File: src/rtl/uart_mem_pkg.sv
// Shared constants for the UART-to-RAM command sequencer: protocol bytes and FSM states.
package uart_mem_pkg;

  localparam logic [7:0] CMD_W     = 8'h57;
  localparam logic [7:0] CMD_R     = 8'h52;
  localparam logic [7:0] RSP_OK    = 8'h4B;
  localparam logic [7:0] RSP_BAD   = 8'h3F;
  localparam logic [7:0] RSP_RANGE = 8'h21;

  typedef enum logic [3:0] {
    IDLE, ADDR_HI, ADDR_LO, DATA_HI, DATA_LO,
    MEM_WR, MEM_RD, RD_WAIT, TX_LOAD, TX_WAIT
  } state_t;

endpackage

File: src/rtl/uart_gap_timer.sv
// Inter-byte idle counter; saturates at TIMEOUT_CLKS and holds expired until cleared.
module uart_gap_timer #(
  parameter int TIMEOUT_CLKS = 868*20
) (
  input  logic clk,
  input  logic rst,
  input  logic clr,
  input  logic en,
  output logic expired
);

  localparam int CW = $clog2(TIMEOUT_CLKS + 1);

  logic [CW-1:0] cnt;

  assign expired = (cnt == CW'(TIMEOUT_CLKS));

  always_ff @(posedge clk or posedge rst) begin
    if (rst)                cnt <= '0;
    else if (clr)           cnt <= '0;
    else if (en && !expired) cnt <= cnt + 1'b1;
  end

endmodule

File: src/rtl/uart_mem_ctrl.sv
// Parses framed R/W commands from the UART RX stream, accesses the word RAM and
// queues one- or two-byte replies onto the UART TX under its busy/done handshake.
module uart_mem_ctrl
  import uart_mem_pkg::*;
#(
  parameter int ADDR_W       = 15,
  parameter int DEPTH        = 32000,
  parameter int TIMEOUT_CLKS = 868*20
) (
  input  logic              clk,
  input  logic              rst,
  input  logic              i_rx_dv,
  input  logic [7:0]        i_rx_byte,
  output logic              o_tx_dv,
  output logic [7:0]        o_tx_byte,
  input  logic              i_tx_active,
  input  logic              i_tx_done,
  output logic [ADDR_W-1:0] o_mem_addr,
  output logic              o_mem_we,
  output logic [15:0]       o_mem_wdata,
  output logic              o_mem_re,
  input  logic [15:0]       i_mem_rdata,
  output logic [ADDR_W-1:0] o_last_addr,
  output logic              o_drop
);

  state_t state, next;

  logic              is_wr, range_err, pend, expired, gather, in_range;
  logic [7:0]        ah, tx_next;
  logic [15:0]       full_addr;

  assign full_addr = {ah, i_rx_byte};
  // Any set bit above ADDR_W or a value past DEPTH is out of range.
  assign in_range  = ((full_addr >> ADDR_W) == '0) && ({16'd0, full_addr} < 32'(DEPTH));
  assign gather    = state inside {ADDR_HI, ADDR_LO, DATA_HI, DATA_LO};

  uart_gap_timer #(.TIMEOUT_CLKS(TIMEOUT_CLKS)) u_gap (
    .clk     (clk),
    .rst     (rst),
    .clr     (i_rx_dv || !gather),
    .en      (gather),
    .expired (expired)
  );

  always_ff @(posedge clk or posedge rst) begin
    if (rst) state <= IDLE;
    else     state <= next;
  end

  // An arriving byte always takes priority over gap-timer expiry.
  always_comb begin
    next     = state;
    o_mem_we = 1'b0;
    o_mem_re = 1'b0;
    o_tx_dv  = 1'b0;
    o_drop   = i_rx_dv && (state inside {MEM_WR, MEM_RD, RD_WAIT, TX_LOAD, TX_WAIT});
    case (state)
      IDLE:    if (i_rx_dv) next = (i_rx_byte == CMD_W || i_rx_byte == CMD_R) ? ADDR_HI : TX_LOAD;
      ADDR_HI: if (i_rx_dv) next = ADDR_LO; else if (expired) next = IDLE;
      ADDR_LO: begin
        if (i_rx_dv) begin
          if (is_wr)         next = DATA_HI;
          else if (in_range) next = MEM_RD;
          else               next = TX_LOAD;
        end else if (expired) next = IDLE;
      end
      DATA_HI: if (i_rx_dv) next = DATA_LO; else if (expired) next = IDLE;
      DATA_LO: if (i_rx_dv) next = range_err ? TX_LOAD : MEM_WR; else if (expired) next = IDLE;
      MEM_WR:  begin o_mem_we = 1'b1; next = TX_LOAD; end
      MEM_RD:  begin o_mem_re = 1'b1; next = RD_WAIT; end
      RD_WAIT: next = TX_LOAD;
      TX_LOAD: if (!i_tx_active) begin o_tx_dv = 1'b1; next = TX_WAIT; end
      TX_WAIT: if (i_tx_done) next = pend ? TX_LOAD : IDLE;
      default: next = IDLE;
    endcase
  end

  always_ff @(posedge clk or posedge rst) begin
    if (rst) begin
      is_wr       <= 1'b0;
      range_err   <= 1'b0;
      pend        <= 1'b0;
      ah          <= '0;
      tx_next     <= '0;
      o_tx_byte   <= '0;
      o_mem_addr  <= '0;
      o_mem_wdata <= '0;
      o_last_addr <= '0;
    end else begin
      case (state)
        IDLE: if (i_rx_dv) begin
          is_wr     <= (i_rx_byte == CMD_W);
          pend      <= 1'b0;
          if (i_rx_byte != CMD_W && i_rx_byte != CMD_R) o_tx_byte <= RSP_BAD;
        end
        ADDR_HI: if (i_rx_dv) ah <= i_rx_byte;
        ADDR_LO: if (i_rx_dv) begin
          o_mem_addr <= full_addr[ADDR_W-1:0];
          range_err  <= !in_range;
          if (!is_wr && !in_range) o_tx_byte <= RSP_RANGE;
        end
        DATA_HI: if (i_rx_dv) o_mem_wdata[15:8] <= i_rx_byte;
        DATA_LO: if (i_rx_dv) begin
          o_mem_wdata[7:0] <= i_rx_byte;
          if (range_err) o_tx_byte <= RSP_RANGE;
        end
        MEM_WR: begin
          o_last_addr <= o_mem_addr;
          o_tx_byte   <= RSP_OK;
        end
        MEM_RD:  o_last_addr <= o_mem_addr;
        RD_WAIT: begin
          o_tx_byte <= i_mem_rdata[15:8];
          tx_next   <= i_mem_rdata[7:0];
          pend      <= 1'b1;
        end
        TX_WAIT: if (i_tx_done && pend) begin
          o_tx_byte <= tx_next;
          pend      <= 1'b0;
        end
        default: ;
      endcase
    end
  end

endmodule

File: config.mk
export PLATFORM = sky130hd
export DESIGN_NAME = uart_mem_ctrl
export DESIGN_NICKNAME = d
export VERILOG_FILES = /design/src/rtl/uart_mem_pkg.sv /design/src/rtl/uart_gap_timer.sv /design/src/rtl/uart_mem_ctrl.sv
export SDC_FILE = /design/constraint.sdc
export NUM_CORES = 1
export LEC_CHECK = 0
export ABC_AREA = 1
export CORE_UTILIZATION = 35
export DETAILED_ROUTE_END_ITERATION = 10
export DONT_BUFFER_PORTS = 1
export SETUP_SLACK_MARGIN = 0.02
export SYNTH_ARGS = -nofsm -noshare
export SYNTH_HDL_FRONTEND = slang
export SYNTH_HIERARCHICAL = 1
export SYNTH_SLANG_ARGS = --single-unit
File: constraint.sdc
create_clock -name clk -period 2.2 [get_ports clk]
set_input_delay 0.11 -clock clk [delete_from_list [all_inputs] [get_ports clk]]
set_output_delay 0.11 -clock clk [all_outputs]
set_load 0.005 [all_outputs]
==> flow_metrics.py, run 1 <==
metrics = {
    "timing": {
        "fmax_ghz": 0.503,
        "setup_viol": 0,
        "tns_ps": 0,
        "finalHoldViolations": 0,
        "period_share": 0.903,
        "slew_viol_final": 0,
        "worst_pin_slew_ps": 703,
        "min_period_ps": 1990,
        "skew_ps": 7.44,
        "relSlewSlack": 0.531,
        "rsz0062_at_grt": "no",
    },
    "critical_path": {
        "cp.arrival_ps": 2210,
        "crit_required_ps": 2430,
        "slowest_stage": "dfrtp_2",
        "critPathMaxFanout": 6,
        "crit_buf_inv": 2,
        "worstPathCellList": "inv_1 -> ha_1 -> nand2_1 -> nor2_1 -> nand2_2 -> nor2_4 -> inv_1 -> nand3_1 -> o21ai_0 -> nand2_1 -> nand4_1 -> o21ai_0 -> nand2_1",
        "cp-end-kind": "register",
        "crit_path_start_kind": "register",
        "crit_path_max_incr_delay_ps": 440,
        "critPathKind": "register to register",
        "path_delay_family": "simple AND/OR/NAND/NOR gates",
        "crit_top_cell": "nand2_1",
    },
    "cells_and_area": {
        "layout.nets": 574,
        "drive_gt1_frac": 0.141,
        "final.fill_count": 1291,
        "layout_commonest_cell": "nand2_1",
        "area_growth_pct": 12.5,
        "multi_input_comb_area_um2": 2020,
        "layout.cells.non_filler": 720,
        "antenna_cells": 0,
        "finalInstanceArea_um2": 5160,
        "layout_common_cells": "172 x nand2_1, 91 x dfrtp_1, 40 x nand3_1",
        "seq_area_um2": 2300,
    },
    "global_route": {
        "antenna_found_initial": 0,
        "grtUsageTotal": 0.162,
        "grt_pass1_wl_um": 17000,
        "grt_max_degree": 41,
        "gr-total-overflow": 0,
        "grt_pass1_vias": 3465,
    },
    "detailed_routing": {
        "viasPerCell": 4.92,
        "wire_per_inst_um": 14.4,
        "drc": 0,
        "drt-initial-drc-count": 294,
        "antenna_left": 0,
        "first_pass_iters": 4,
        "wirelength_um": 10400,
        "num_vias": 3542,
    },
    "synthesis": {
        "ys_seq_elements": 92,
        "synth_cell_type_count": 35,
        "synth.area.top_cells": "dfrtp_1 50%, nand2_1 14%, nand3_1 4.4%, o21ai_1 3.6%, mux2_4 3.3%",
        "yosys.area.top_type": "dfrtp_1",
        "seq_area_frac_synth": 0.502,
        "synth_top_area_share": 0.502,
        "ys_warn_count": 6,
        "syn-instance-count": 531,
        "netlist_area_um2": 4580,
        "syn_nets": 562,
        "syn_avg_cell_area_um2": 8.63,
    },
    "die": {
        "die_h_um": 116,
        "dieArea_um2": 13600,
        "die_x_um": 116,
        "io_pins": 87,
        "initial_utilization": 0.362,
        "core_area_um2": 12700,
        "row_count": 41,
    },
    "run": {
        "max-cap-violations": 0,
    },
    "placed_design": {
        "portBuffers": 0,
        "place.gp.congestion": 0.855,
        "placed_area_um2": 4740,
        "dpl.hpwl_um": 7580,
        "numPlacedInstances": 691,
    },
    "clock_tree": {
        "htreeDepth": 3,
        "clk_latency_ps": 340,
        "cts_sinks": 92,
        "clkTransAtPathRegs_ps": 70,
        "cts_tree": "done",
        "numCtsBuffers": 9,
        "cts_buffer_depth": 2,
        "root_buffer": "clkbuf_16",
    },
    "power_and_ir_drop": {
        "cellPowerDensity_nw_per_um2": 1150,
        "p_leak_nw": 2.52,
        "peakVddDrop_uv": 472,
    },
    "worst_hold_path": {
        "hold_class": "input pin to register",
    },
    "status": {
        "status": "completed",
    },
}
[where the power goes]
part	switching, mW	total (mW)	internal, mW
registers	0.491	2.70	2.21
logic	1.13	1.77	0.638
clock network	0.689	1.47	0.784
[path summary, 6_finish.rpt]
path | startpoint | to | slack, ps | cells past startpoint
hold reg to reg | tx_next[2] | tx_next[2] | 480 | 2
setup reg to reg | u_gap/cnt[0] | state[0] | 210 | 13
setup / recovery | u_gap/cnt[0] | state[0] | 210 | 13
min in group asynchronous | rst | u_gap/cnt[11] | 310 | 2
max in group asynchronous | rst | o_mem_wdata[11] | 1220 | 3
hold / removal | i_rx_byte[2] | o_mem_wdata[10] | 8 | 2
[kinds of logic (layout without fill, tap and decap cells)]
logic type	Yosys count	in the layout	share of synthesized area
adder cells (fa/ha/maj)	2	2	0.00546
AND/OR/NAND/NOR	293	293	0.302
AO/OA/AOI/OAI	56	56	0.0636
XOR/XNOR	5	5	0.00955
multiplexers	21	21	0.0598
flip-flops	92	92	0.502
buffers and inverters	62	79	0.0576
[sequential cells by signal, indices dropped and copies added, names as in the netlist]
name	flops
o_mem_addr	15
tx_next	8
range_err	1
is_wr	1
u_gap/cnt	15
ah	8
o_last_addr	15
o_mem_wdata	16
o_tx_byte	8
pend	1
state	4
[through the flow]
step                      setup slack, ps   util  hold WS [ps]  total power [mW]
after floorplan                       123      -          11.5              4.06
after detailed placement              276  0.374          88.3              4.48
after global placement                336  0.374          88.5              4.41
after global routing                 36.2  0.407          20.8              6.37
final                                 213  0.407          8.48              5.95
after CTS                             263  0.407          7.53              5.99
[synth_stat cells, drive strengths merged]
library cell / n
mux2: 21
nor2: 44
a21oi: 5
a31oi: 1
o21bai: 1
dfrtp: 92
xor2: 5
clkinv: 1
nand4: 20
buf: 12
nand2: 185
ha: 2
nand3b: 2
nor3: 1
inv: 48
nand3: 41
o21ai: 46
o211ai: 1
a21o: 2
clkbuf: 1
[worst reg2reg max path: cells and delay by family (launching register included)]
family                   cells  cell delay, ps
AO/OA/AOI/OAI                2             300
AND/OR/NAND/NOR              8             790
flip-flops                   1             440
adder cells (fa/ha/maj)      1             160
buffers and inverters        2             180
[routing by layer]
metal | GRT usage | share of wire
met2 | 0.270 | 0.49
met1 | 0.202 | 0.44
met5 | 0 | 0
met4 | 0.0735 | 0.019
met3 | 0.0353 | 0.053
[final cells by class]
cell class              instances  area share
clock buffers                   9      0.0437
clock inverters                 7      0.0114
inverters                      49      0.0364
multi-input cells             377       0.391
flip-flops and latches         92       0.447
well taps                     172      0.0417
repair buffers                 14      0.0291
[what timing repair did]
action	4_1_cts	5_1_grt
hold buffers	13	0
endpoints found under the setup margin	0	1
endpoints found under the hold margin	63	0
buffers inserted	0	0
resized for setup	0	1
No activity file was read; power rests on OpenSTA's default activity.
==> run 2: changes to the inputs <==
--- a/config.mk
+++ b/config.mk
@@ -12,5 +12,4 @@
 export SETUP_SLACK_MARGIN = 0.02
 export SYNTH_ARGS = -nofsm -noshare
 export SYNTH_HDL_FRONTEND = slang
-export SYNTH_HIERARCHICAL = 1
 export SYNTH_SLANG_ARGS = --single-unit
==> constraint.sdc (replaced) <==
create_clock -name clk -period 2.2 [get_ports clk]
set_input_delay 0.22 -clock clk [delete_from_list [all_inputs] [get_ports clk]]
set_output_delay 0.22 -clock clk [all_outputs]
set_load 0.005 [all_outputs]
==> run 2 against run 1 <==
Net effect:
- register-to-register slack improved by 60 ps
- worst hold slack improved by 2.4 ps
- sequential power is essentially flat
- global-route usage up 1.0 points
==> flow_metrics.py, run 2 <==
metrics = {
    "cells_and_area": {
        "layout.cells.non_filler": 680,
        "layout_common_cells": "182 x nand2_1, 91 x dfrtp_1, 49 x nor2_1",
        "area_growth_pct": 10.9,
        "layout.nets": 561,
        "largest_reg_flops": 16,
        "drive_gt1_frac": 0.0827,
        "fin_util": 0.398,
        "layout_commonest_cell": "nand2_1",
        "top_register": "o_mem_wdata",
    },
    "critical_path": {
        "cp-endpoint": "o_drop",
        "worstPathCellList": "inv_1 -> nor2_1 -> nand2_1 -> inv_1 -> nor3_1 -> nor2_1",
        "crit_path_start_kind": "register",
        "crit_buf_inv": 2,
        "reg2reg_depth": 4,
        "rrSetupSlack_ps": 270,
        "slowest_stage": "dfrtp_2",
        "critPathMaxFanout": 9,
        "cp_num_cells": 6,
        "r2r_start": "state[1]",
        "crit_path_max_incr_delay_ps": 470,
        "r2r-end": "o_last_addr[7]",
        "cp.arrival_ps": 1820,
        "critPathKind": "register to output pin",
        "cp-startpoint": "state[0]",
        "crit_required_ps": 1980,
        "cp-end-kind": "output pin",
        "path_delay_family": "simple AND/OR/NAND/NOR gates",
    },
    "die": {
        "core_area_um2": 12000,
        "io_pins": 87,
        "die_x_um": 113,
        "row_count": 40,
        "die_h_um": 113,
        "initial_utilization": 0.359,
        "dieArea_um2": 12800,
    },
    "clock_tree": {
        "clkTransAtPathRegs_ps": 60,
        "cts_tree": "done",
        "htreeDepth": 3,
        "cts_sinks": 92,
        "clk_latency_ps": 340,
        "root_buffer": "clkbuf_16",
        "cts_buffer_depth": 2,
        "numCtsBuffers": 9,
        "postCtsSetupRepairBufs": 0,
    },
    "global_route": {
        "antenna_found_initial": 1,
        "grt_pass1_wl_um": 16900,
        "grt_max_degree": 93,
        "grt_pass1_vias": 3281,
        "gr-total-overflow": 0,
        "grtUsageTotal": 0.173,
    },
    "placed_design": {
        "portBuffers": 0,
        "dpl.hpwl_um": 7470,
        "numPlacedInstances": 658,
        "place_ws_ps": 242,
        "place.gp.congestion": 0.891,
    },
    "detailed_routing": {
        "antenna_left": 0,
        "num_vias": 3449,
        "drc": 0,
        "wire_per_inst_um": 15.1,
        "viasPerCell": 5.07,
        "first_pass_iters": 5,
        "wirelength_um": 10300,
        "drt-initial-drc-count": 162,
    },
    "run": {
        "max-cap-violations": 0,
    },
    "timing": {
        "worst_pin_slew_ps": 861,
        "finalHoldViolations": 0,
        "setup_viol": 0,
        "slew_viol_final": 0,
        "skew_ps": 10.8,
        "setup_slack_ps": 158,
        "tns_ps": 0,
        "min_period_ps": 2040,
        "rsz0062_at_grt": "no",
        "period_share": 0.928,
        "relSlewSlack": 0.426,
        "fmax_ghz": 0.490,
    },
    "synthesis": {
        "syn_nets": 550,
        "ys_seq_elements": 92,
        "yosysMostFrequentCell": "nand2_1",
        "syn-instance-count": 519,
        "ys.flop_type": "dfrtp_1",
        "synth_top_area_share": 0.533,
        "syn_avg_cell_area_um2": 8.32,
        "async_reset_ff_frac": 1.00,
        "synth_cell_type_count": 29,
        "ys_warn_count": 0,
        "synth.top_cells.by_count": "182 x nand2_1, 92 x dfrtp_1, 49 x nor2_1",
        "seq_area_frac_synth": 0.533,
        "synth-edff-count": 0,
        "yosys.area.top_type": "dfrtp_1",
        "synth.area.top_cells": "dfrtp_1 53%, nand2_1 16%, o21ai_0 5.4%, nor2_1 4.3%, inv_1 3.6%",
        "netlist_area_um2": 4320,
    },
    "power_and_ir_drop": {
        "peakVddDrop_uv": 424,
        "p_leak_nw": 2.33,
        "cellPowerDensity_nw_per_um2": 1160,
        "power_mw": 5.55,
    },
    "worst_hold_path": {
        "hold_class": "input pin to register",
    },
    "status": {
        "status": "completed",
    },
}
## run 2: changes by cell type in the layout (fill, tap and decap cells not counted), sizes merged, moves of 4 or more
cell and change:
clkbuf +4, dlygate4sd3 -5, inv -5, mux2 -6, nand3 -11, nand4 -11
nor2 +13, nor3 +4, o21ai +5
## run 2: timing repair
item,CTS,global route
gates resized for setup,0,1
setup endpoints to repair,0,1
hold buffers,8,0
hold endpoints to repair,99,0
## run 2: logic make-up (layout without fill, tap and decap cells)
group                      count (synthesis)  count (layout)  synth area share
and+or+nand+nor                          290             290             0.284
xor gates and xnor gates                   5               5            0.0101
muxes                                     15              15            0.0391
other                                      0               1                 0
buffers and inverters                     55              68            0.0545
adders and majority gates                  2               2           0.00580
DFF                                       92              92             0.533
AOI/OAI and AO/OA                         60              60            0.0730
## run 2: metrics by stage
stage,cell area (um^2),hold WS [ps]
after global routing,4790,28.9
final,4790,10.8
after detailed placement,4460,278
after CTS,4780,0.974
after floorplan,4320,337
after global placement,4460,277
## run 2: where the power goes
part           internal [mW]  switching [mW]  leakage, nW
sequential              2.21           0.471         1.19
clock                  0.749           0.593        0.116
combinational          0.540           0.995         1.03
## run 2: area by class of cell
type / instances / area [um^2]
Fill cell: 1231 / 7230
Sequential cell: 92 / 2300
Multi-Input combinational cell: 372 / 1780
Clock buffer: 13 / 240
Tap cell: 147 / 184
Inverter: 46 / 176
Timing Repair Buffer: 9 / 100
Antenna cell: 1 / 2.50
## run 2: per-layer routing
metal	GRT usage	share of wire
met1	0.214	0.44
met2	0.277	0.47
met3	0.0611	0.076
met4	0.0649	0.019
met5	0	0
## run 2: how the worst min path moves through the flow
stage,startpoint,endpoint,slack (ps),depth (start not counted)
floorplan,i_mem_rdata[0],tx_next[0],340,2
global placement,rst,o_last_addr[12],280,2
detailed placement,rst,o_last_addr[1],280,2
CTS,i_mem_rdata[7],tx_next[7],1,2
global route,i_mem_rdata[7],tx_next[7],30,2
finish,i_mem_rdata[7],tx_next[7],10,2
